[src/rtl/gen_meter.sv]
// Window measurement on a signed sample stream: peak |x|, mean |x| and positive-going zero crossings.
// Optional DC mean accumulator is built when GEN_METER_DC_EN is defined; otherwise dc_mean is tied to 0.
module gen_meter #(
    parameter int unsigned DW       = 18,
    parameter int unsigned LOG2_MAX = 24
) (
    input  logic                adc_clk,
    input  logic                reset,
    input  logic [DW-1:0]       in_data,
    input  logic                in_valid,
    input  logic                start,
    input  logic [4:0]          win_log2,
    output logic                busy,
    output logic                done,
    output logic [DW-1:0]       peak,
    output logic [DW-1:0]       mean_mag,
    output logic [LOG2_MAX-1:0] zc_count,
    output logic [DW-1:0]       dc_mean
);

    localparam int unsigned AW   = DW + LOG2_MAX;
    localparam int unsigned CW   = LOG2_MAX;
    localparam logic [4:0]  NMAX = 5'(LOG2_MAX);

    typedef enum logic [1:0] {IDLE, RUN, LATCH} state_t;

    state_t         state;
    state_t         state_nx;
    logic           win_clr;
    logic           acc_en;
    logic           ld_en;
    logic           busy_nx;
    logic           done_nx;

    logic [4:0]     n_c;
    logic [CW:0]    one_sh;
    logic [CW-1:0]  mask_c;
    logic [DW-1:0]  abs_c;

    logic [4:0]     n_r;
    logic [CW-1:0]  mask_r;
    logic [CW-1:0]  cnt;
    logic           win_full;
    logic           first;
    logic           prev_neg;
    logic [DW-1:0]  pk_acc;
    logic [AW-1:0]  mag_acc;
    logic [CW-1:0]  zc_acc;

    // State register
    always_ff @(posedge adc_clk) begin
        if (reset) begin
            state <= IDLE;
        end else begin
            state <= state_nx;
        end
    end

    // Next-state logic; the window closes one cycle after its last sample lands
    always_comb begin
        state_nx = state;
        case (state)
            IDLE:    if (start) state_nx = RUN;
            RUN:     if (win_full) state_nx = LATCH;
            LATCH:   state_nx = IDLE;
            default: state_nx = IDLE;
        endcase
    end

    // Control decode per state
    always_comb begin
        win_clr = 1'b0;
        acc_en  = 1'b0;
        ld_en   = 1'b0;
        busy_nx = 1'b0;
        done_nx = 1'b0;
        case (state)
            IDLE: begin
                win_clr = start;
                busy_nx = start;
            end
            RUN: begin
                acc_en  = in_valid && !win_full;
                busy_nx = 1'b1;
            end
            LATCH: begin
                ld_en   = 1'b1;
                done_nx = 1'b1;
            end
            default: ;
        endcase
    end

    // Window exponent clamp and last-sample index (2^N - 1 fits the counter even at N = LOG2_MAX)
    always_comb begin
        if (win_log2 == 5'd0) begin
            n_c = 5'd1;
        end else if (win_log2 > NMAX) begin
            n_c = NMAX;
        end else begin
            n_c = win_log2;
        end
        one_sh = (CW+1)'(1) << n_c;
        mask_c = CW'(one_sh - (CW+1)'(1));
        abs_c  = in_data[DW-1] ? DW'(~in_data + DW'(1)) : in_data;
    end

    always_ff @(posedge adc_clk) begin
        if (reset) begin
            busy     <= 1'b0;
            done     <= 1'b0;
            peak     <= '0;
            mean_mag <= '0;
            zc_count <= '0;
            n_r      <= 5'd1;
            mask_r   <= '0;
            cnt      <= '0;
            win_full <= 1'b0;
            first    <= 1'b1;
            prev_neg <= 1'b0;
            pk_acc   <= '0;
            mag_acc  <= '0;
            zc_acc   <= '0;
        end else begin
            busy <= busy_nx;
            done <= done_nx;
            if (win_clr) begin
                n_r      <= n_c;
                mask_r   <= mask_c;
                cnt      <= '0;
                win_full <= 1'b0;
                first    <= 1'b1;
                prev_neg <= 1'b0;
                pk_acc   <= '0;
                mag_acc  <= '0;
                zc_acc   <= '0;
            end else if (acc_en) begin
                pk_acc   <= (abs_c > pk_acc) ? abs_c : pk_acc;
                mag_acc  <= mag_acc + AW'(abs_c);
                cnt      <= cnt + CW'(1);
                first    <= 1'b0;
                prev_neg <= in_data[DW-1];
                if (!first && prev_neg && !in_data[DW-1]) begin
                    zc_acc <= zc_acc + CW'(1);
                end
                if (cnt == mask_r) begin
                    win_full <= 1'b1;
                end
            end
            // Normalising shift lives here so the accumulate path stays a single adder
            if (ld_en) begin
                peak     <= pk_acc;
                mean_mag <= DW'(mag_acc >> n_r);
                zc_count <= zc_acc;
            end
        end
    end

`ifdef GEN_METER_DC_EN
    logic signed [AW-1:0] dc_acc;

    // Signed sum of raw samples for the DC estimate
    always_ff @(posedge adc_clk) begin
        if (reset) begin
            dc_acc  <= '0;
            dc_mean <= '0;
        end else begin
            if (win_clr) begin
                dc_acc <= '0;
            end else if (acc_en) begin
                dc_acc <= dc_acc + AW'($signed(in_data));
            end
            if (ld_en) begin
                dc_mean <= DW'(dc_acc >>> n_r);
            end
        end
    end
`else
    assign dc_mean = '0;
`endif

endmodule

[config.mk]
export PLATFORM = sky130hd
export DESIGN_NAME = gen_meter
export DESIGN_NICKNAME = d
export VERILOG_FILES = /design/src/rtl/gen_meter.sv
export SDC_FILE = /design/constraint.sdc
export NUM_CORES = 1
export LEC_CHECK = 0
export CAP_MARGIN = 20
export CORE_MARGIN = 3
export CORE_UTILIZATION = 60
export CTS_CLUSTER_DIAMETER = 30
export DETAILED_ROUTE_END_ITERATION = 7
export PLACE_DENSITY_LB_ADDON = 0.05
export SYNTH_ARGS = -nofsm -noshare
export SYNTH_HDL_FRONTEND = slang
export SYNTH_SLANG_ARGS = --single-unit
[constraint.sdc]
create_clock -name adc_clk -period 6.4 [get_ports adc_clk]
set_input_delay 1.6 -clock adc_clk [delete_from_list [all_inputs] [get_ports adc_clk]]
set_output_delay 1.6 -clock adc_clk [all_outputs]
set_load 0.02 [all_outputs]
# Word-level counts from Yosys, hierarchy flattened
# Index checks and enable logic that the tools add are counted.
[op_classes]
addsub = 5
order_cmp = 2
eq_ne = 5
shifts = 2
muxes = 10
n_bitwise = 1
reduce_logical = 13
[op_table]
columns = ["operator", "count"]
rows = [
  ["24-bit by 1-bit adder with 24-bit output (second input constant)", 2],
  ["42-bit by 18-bit adder with 42-bit output", 1],
  ["42-bit by 5-bit >> shifter with 18-bit output", 1],
  ["24-bit equality test", 1],
  ["1-bit by 5-bit << shifter with 24-bit output (first input constant)", 1],
  ["24-bit by 1-bit subtractor with 24-bit output (second input constant)", 1],
  ["18-bit by 1-bit adder with 18-bit output (second input constant)", 1],
  ["18-bit > comparator", 1],
  ["18-bit two-way mux", 1],
  ["18-bit NOT", 1],
  ["5-bit two-way mux", 2],
  ["2-bit AND reduction", 4],
  ["5-bit > comparator (second input constant)", 1],
  ["5-bit zero test", 1],
  ["2-bit two-way mux", 2],
  ["2-bit inequality test (second input constant)", 2],
  ["2-bit case mux with 2 select lines", 1],
  ["1-bit logical AND", 3],
  ["1-bit zero test", 3],
  ["1-bit two-way mux", 3],
  ["2-bit by 1-bit equality test with 1-bit output (second input constant)", 1],
  ["2-bit equality test (second input constant)", 1],
  ["2-bit zero test", 1],
  ["1-bit case mux with 2 select lines", 1],
  ["2-bit OR reduction", 1],
]
[totals]
regBits = 204
input_bits = 27
out_inout_bits = 80

# Depth between registers and ports, before layout
[depth]
word_depth = 5
ltp_mapped = 16

# Least setup slack after synthesis
# Ideal clock, no wire load.
[synth_path]
kind = "in2reg"
startpoint = "in in_data[17]"
endpoint = "reg mag_acc[20]"
setup_time_ps = 71
arrival_time_ps = 4664
setup_slack_ps = 1665
stages = 13
path_buffers = 4
cell_sequence = "clkbuf_1 clkbuf_1 o21ai_0 fa_1 a211oi_1 o21bai_1 a21oi_1 o211a_1 o41a_1 clkbuf_1 clkbuf_1 o21ai_0 a21oi_1"
[synth_between]
word_cells_on_any_way = 4
classes_between = "add/sub: 2; mux: 1; bitwise: 1"
[synth_rtl]
columns = ["element", "line", "text"]
rows = [
  ["from (decl)", "9", "input logic [DW-1:0] in_data,"],
  ["18-bit two-way mux", "105", "abs_c = in_data[DW-1] ? DW'(~in_data + DW'(1)) : in_data;"],
  ["net abs_c[1]", "38", "logic [DW-1:0] abs_c;"],
  ["42-bit by 18-bit adder with 42-bit output", "139", "mag_acc <= mag_acc + AW'(abs_c);"],
  ["to (signal assigned)", "139", ""],
  ["to (decl)", "47", "logic [AW-1:0] mag_acc;"],
]
# The timed path passes the listed nets, and every way through them passes these cells.
# A chain may end at the register's enable or synchronous reset.

# Worst setup path after layout
[layout_path]
startpoint = "in in_data[4]"
endpoint = "reg mag_acc[36]"
[layout_between]
elab_chain_cells = 4
[layout_rtl]
columns = ["element", "line"]
rows = [
  ["18-bit NOT", "105"],
  ["18-bit by 1-bit adder with 18-bit output", "105"],
  ["18-bit two-way mux", "105"],
  ["net abs_c[11]", "38"],
  ["42-bit by 18-bit adder with 42-bit output", "139"],
]
# The timed path passes the listed nets, and every way through them passes these cells.

==> flow_summary.yaml <==
detailed_routing:
  drc: 0
  drt-pass1-iter-count: 7
  vias: 11110
  drt_first_iter_violations: 836
  avgRoutedWirePerCell_um: 16.90
  viasPerCell: 6.026
  wl_um: 31150
  antenna_left: 0
die:
  design.die.area_um2: 21890
  num_io_pins: 107
  core_um2: 19650
  start_util_pct: 61.52
  num_rows: 51
  die_w_um: 148.0
  fp.dieH_um: 148.0
place:
  post-place-cells: 1759
  place_ws_ns: 0.5673
  place_hpwl_um: 20560
  io_buffer_count: 88
  place_congestion: 0.9052
yosys:
  synth-edff-count: 0
  ys_ff_latch: 204
  synth_area_leaders: "dfxtp_1 34%, nand2_1 6.9%, mux4_2 6.7%, a21oi_1 6.1%, ha_1 4.1%"
  netlist_instances: 1502
  postSynthAreaPerCell_um2: 8.050
  yosys.area.top_type: "dfxtp_1"
  yosysSeqAreaShare_pct: 33.77
  yosys.area.top_type_share_pct: 33.77
  netlist_area_um2: 12090
  synth_async_sr_flop_share_pct: 0
  yosys_warnings: 0
  synth_ff_type: "dfxtp_1"
  synth_cell_types: 65
grt:
  track_usage_pct: 27.83
  antenna_found_initial: 0
  grt_pass1_vias: 10420
  overflow: 0
  grt_pass1_wl_um: 51540
  grt_max_degree: 65
clock_network:
  clock_path_buffers: 3
  cts_num_sinks: 204
  clk_pin_slew_ns: 0.04
  post-cts-setup-buffers: 0
  ctsHoldBuffers: 0
  htree_levels: 2
  clk_latency_ns: 0.54
  ctsRootBufferMaster: "clkbuf_16"
  cts-resized-gates: 0
  cts_made_buffers: 45
  cts_tree: "yes"
timing:
  tightest_slew_ns: 1.083
  rsz0062_at_grt: "false"
  fin_tns_setup_ns: 0
  setup_viol: 0
  clock_skew_ns: 0.01952
  drv_slew: 0
  period_minus_slack_ns: 5.356
  max_freq_mhz: 186.7
  timing.slew.headroom_pct: 27.79
  finalCritPeriodShare_pct: 83.68
  worst_slack_ns: 1.044
  hold_viol_final: 0
flow_run:
  maxCapViolCount: 0
critical_path:
  worst_ep_required_time_ns: 6.85
  crit_family: "simple AND/OR/NAND/NOR gates"
  crit_path_end_kind: "register"
  reg2reg_slack_ns: 3.31
  crit_chain: "clkdlybuf4s50_1 -> nor4_1 -> nand4_1 -> o41ai_1 -> xnor2_1 -> ha_1 -> nand4_1 -> o211a_1 -> o41a_1 -> or4_1 -> a21oi_1"
  critPathMaxFanout: 24
  cp.arrival_ns: 5.80
  startpoint_type: "primary input"
  cp_num_buf_inv: 1
  critPathKind: "primary input to register"
  slowest_stage: "o41a_1"
  crit_path_max_incr_delay_ns: 0.67
  crit_top_cell: "nand4_1"
run_status:
  status: "finished, final reports clean"
finish:
  layout-drive-gt1-share_pct: 10.39
  areaGrowthSynthToFinish_pct: 20.79
  fin_cells: 1843
  n_antenna_cell: 0
  nNetsFinal: 1609
pwr:
  powerDensity_nw_per_um2: 289.7
  p_leak_nw: 5.310
  ir_drop_mv: 0.3175
worst_hold_path:
  hold_path.class: "register to register"
cells in the final DEF, fill, tap and decap left out, types with 19 or more instances in the layout:
cell	count
mux4_2	36
clkdlybuf4s50_1	87
conb_1	19
mux2i_1	35
nand4_1	24
o31ai_1	22
xnor2_1	37
o21ai_0	77
clkbuf_16	46
ha_1	40
inv_1	35
or3_1	25
nand3_1	40
xor2_1	47
a211oi_1	21
nand2_1	221
dfxtp_1	202
a21oi_1	147
nor2_1	129
nor3_1	60
kinds of logic after synthesis:
kind of cell               share of synthesized area (%)
AOI/OAI and AO/OA                                  16.83
and+or+nand+nor                                    21.98
adders and majority gates                          4.305
muxes                                              11.09
DFF                                                33.77
other                                            0.06211
xor gates and xnor gates                           6.084
buffers and inverters                              5.877
sequential cells by signal, indices dropped and copies added, names as in the netlist, 2 cells and up:
| signal | cells |
|---|---|
| cnt | 24 |
| mag_acc | 42 |
| mask_r | 24 |
| mean_mag | 18 |
| n_r | 5 |
| peak | 18 |
| pk_acc | 18 |
| state | 2 |
| zc_acc | 24 |
| zc_count | 24 |
worst register-to-register path: stages (launching register included):
cell      delay, ns
dfxtp_1        0.38
ha_1           0.22
fa_1           0.24
a211oi_1       0.11
o21bai_1       0.15
a21oi_1        0.08
buf_4          0.16
o211a_1        0.27
o41a_1         0.67
or4_1          0.58
a21oi_1        0.15
cell usage after synthesis, drive strengths merged (16+ instances only):
master and count:
buf 37, nor2 130, a211oi 21, nand2 222
xnor2 37, nand4 24, o21ai 82, o31ai 22
xor2 47, nor3 60, mux2 16, inv 35
mux2i 35, a21oi 147, dfxtp 204, ha 40
clkbuf 91, mux4 36, nand3 40, or3 26
report_power, final:
part / switching, mW / total, mW / internal, mW
clock network: 0.784 / 2.54 / 1.75
logic: 0.224 / 0.365 / 0.141
registers: 0.0317 / 1.33 / 1.30
total: 1.04 / 4.23 / 3.19
cell type report:
type | instances | area (um2)
fillers | 1582 | 5049
multi-input cells | 1151 | 7381
inverters | 36 | 135.1
clock inverters | 29 | 447.9
well taps | 265 | 331.6
clock buffers | 55 | 1235
flip-flops and latches | 204 | 4086
repair buffers | 103 | 988.4
layer usage:
layer	up-vias	track usage, %	part of all wire [%]	wire length (um)
met4	0	8.637	2.4	749
li1	5430	-	-	-
met5	-	0	0	0
met3	66	4.629	5.6	1754
met1	5266	37.97	45	13880
met2	344	45.54	47	14770
final timing paths:
| check | start | to | depth (start not counted) |
|---|---|---|---|
| setup / recovery | in_data[4] | mag_acc[36]$_SDFFE_PP0P_ | 11 |
| hold / removal | peak[16]$_SDFFE_PP0P_ | peak[16]$_SDFFE_PP0P_ | 2 |
| setup reg to reg | mag_acc[0]$_SDFFE_PP0P_ | mag_acc[36]$_SDFFE_PP0P_ | 10 |
| hold reg to reg | peak[16]$_SDFFE_PP0P_ | peak[16]$_SDFFE_PP0P_ | 2 |
per-stage QoR:
stage,util (%),hold slack [ns],cell area (um2),total power [mW]
4_1_cts,74.31,0.4516,14610,4.250
6_report,74.31,0.4499,14610,4.231
3_3_place_gp,65.75,0.4365,12920,1.706
5_1_grt,74.31,0.4687,14610,4.366
3_5_place_dp,65.75,0.4458,12920,1.711
2_1_floorplan,-,0.4226,12160,1.628
Note: power is estimated with default switching activity, not from simulation.
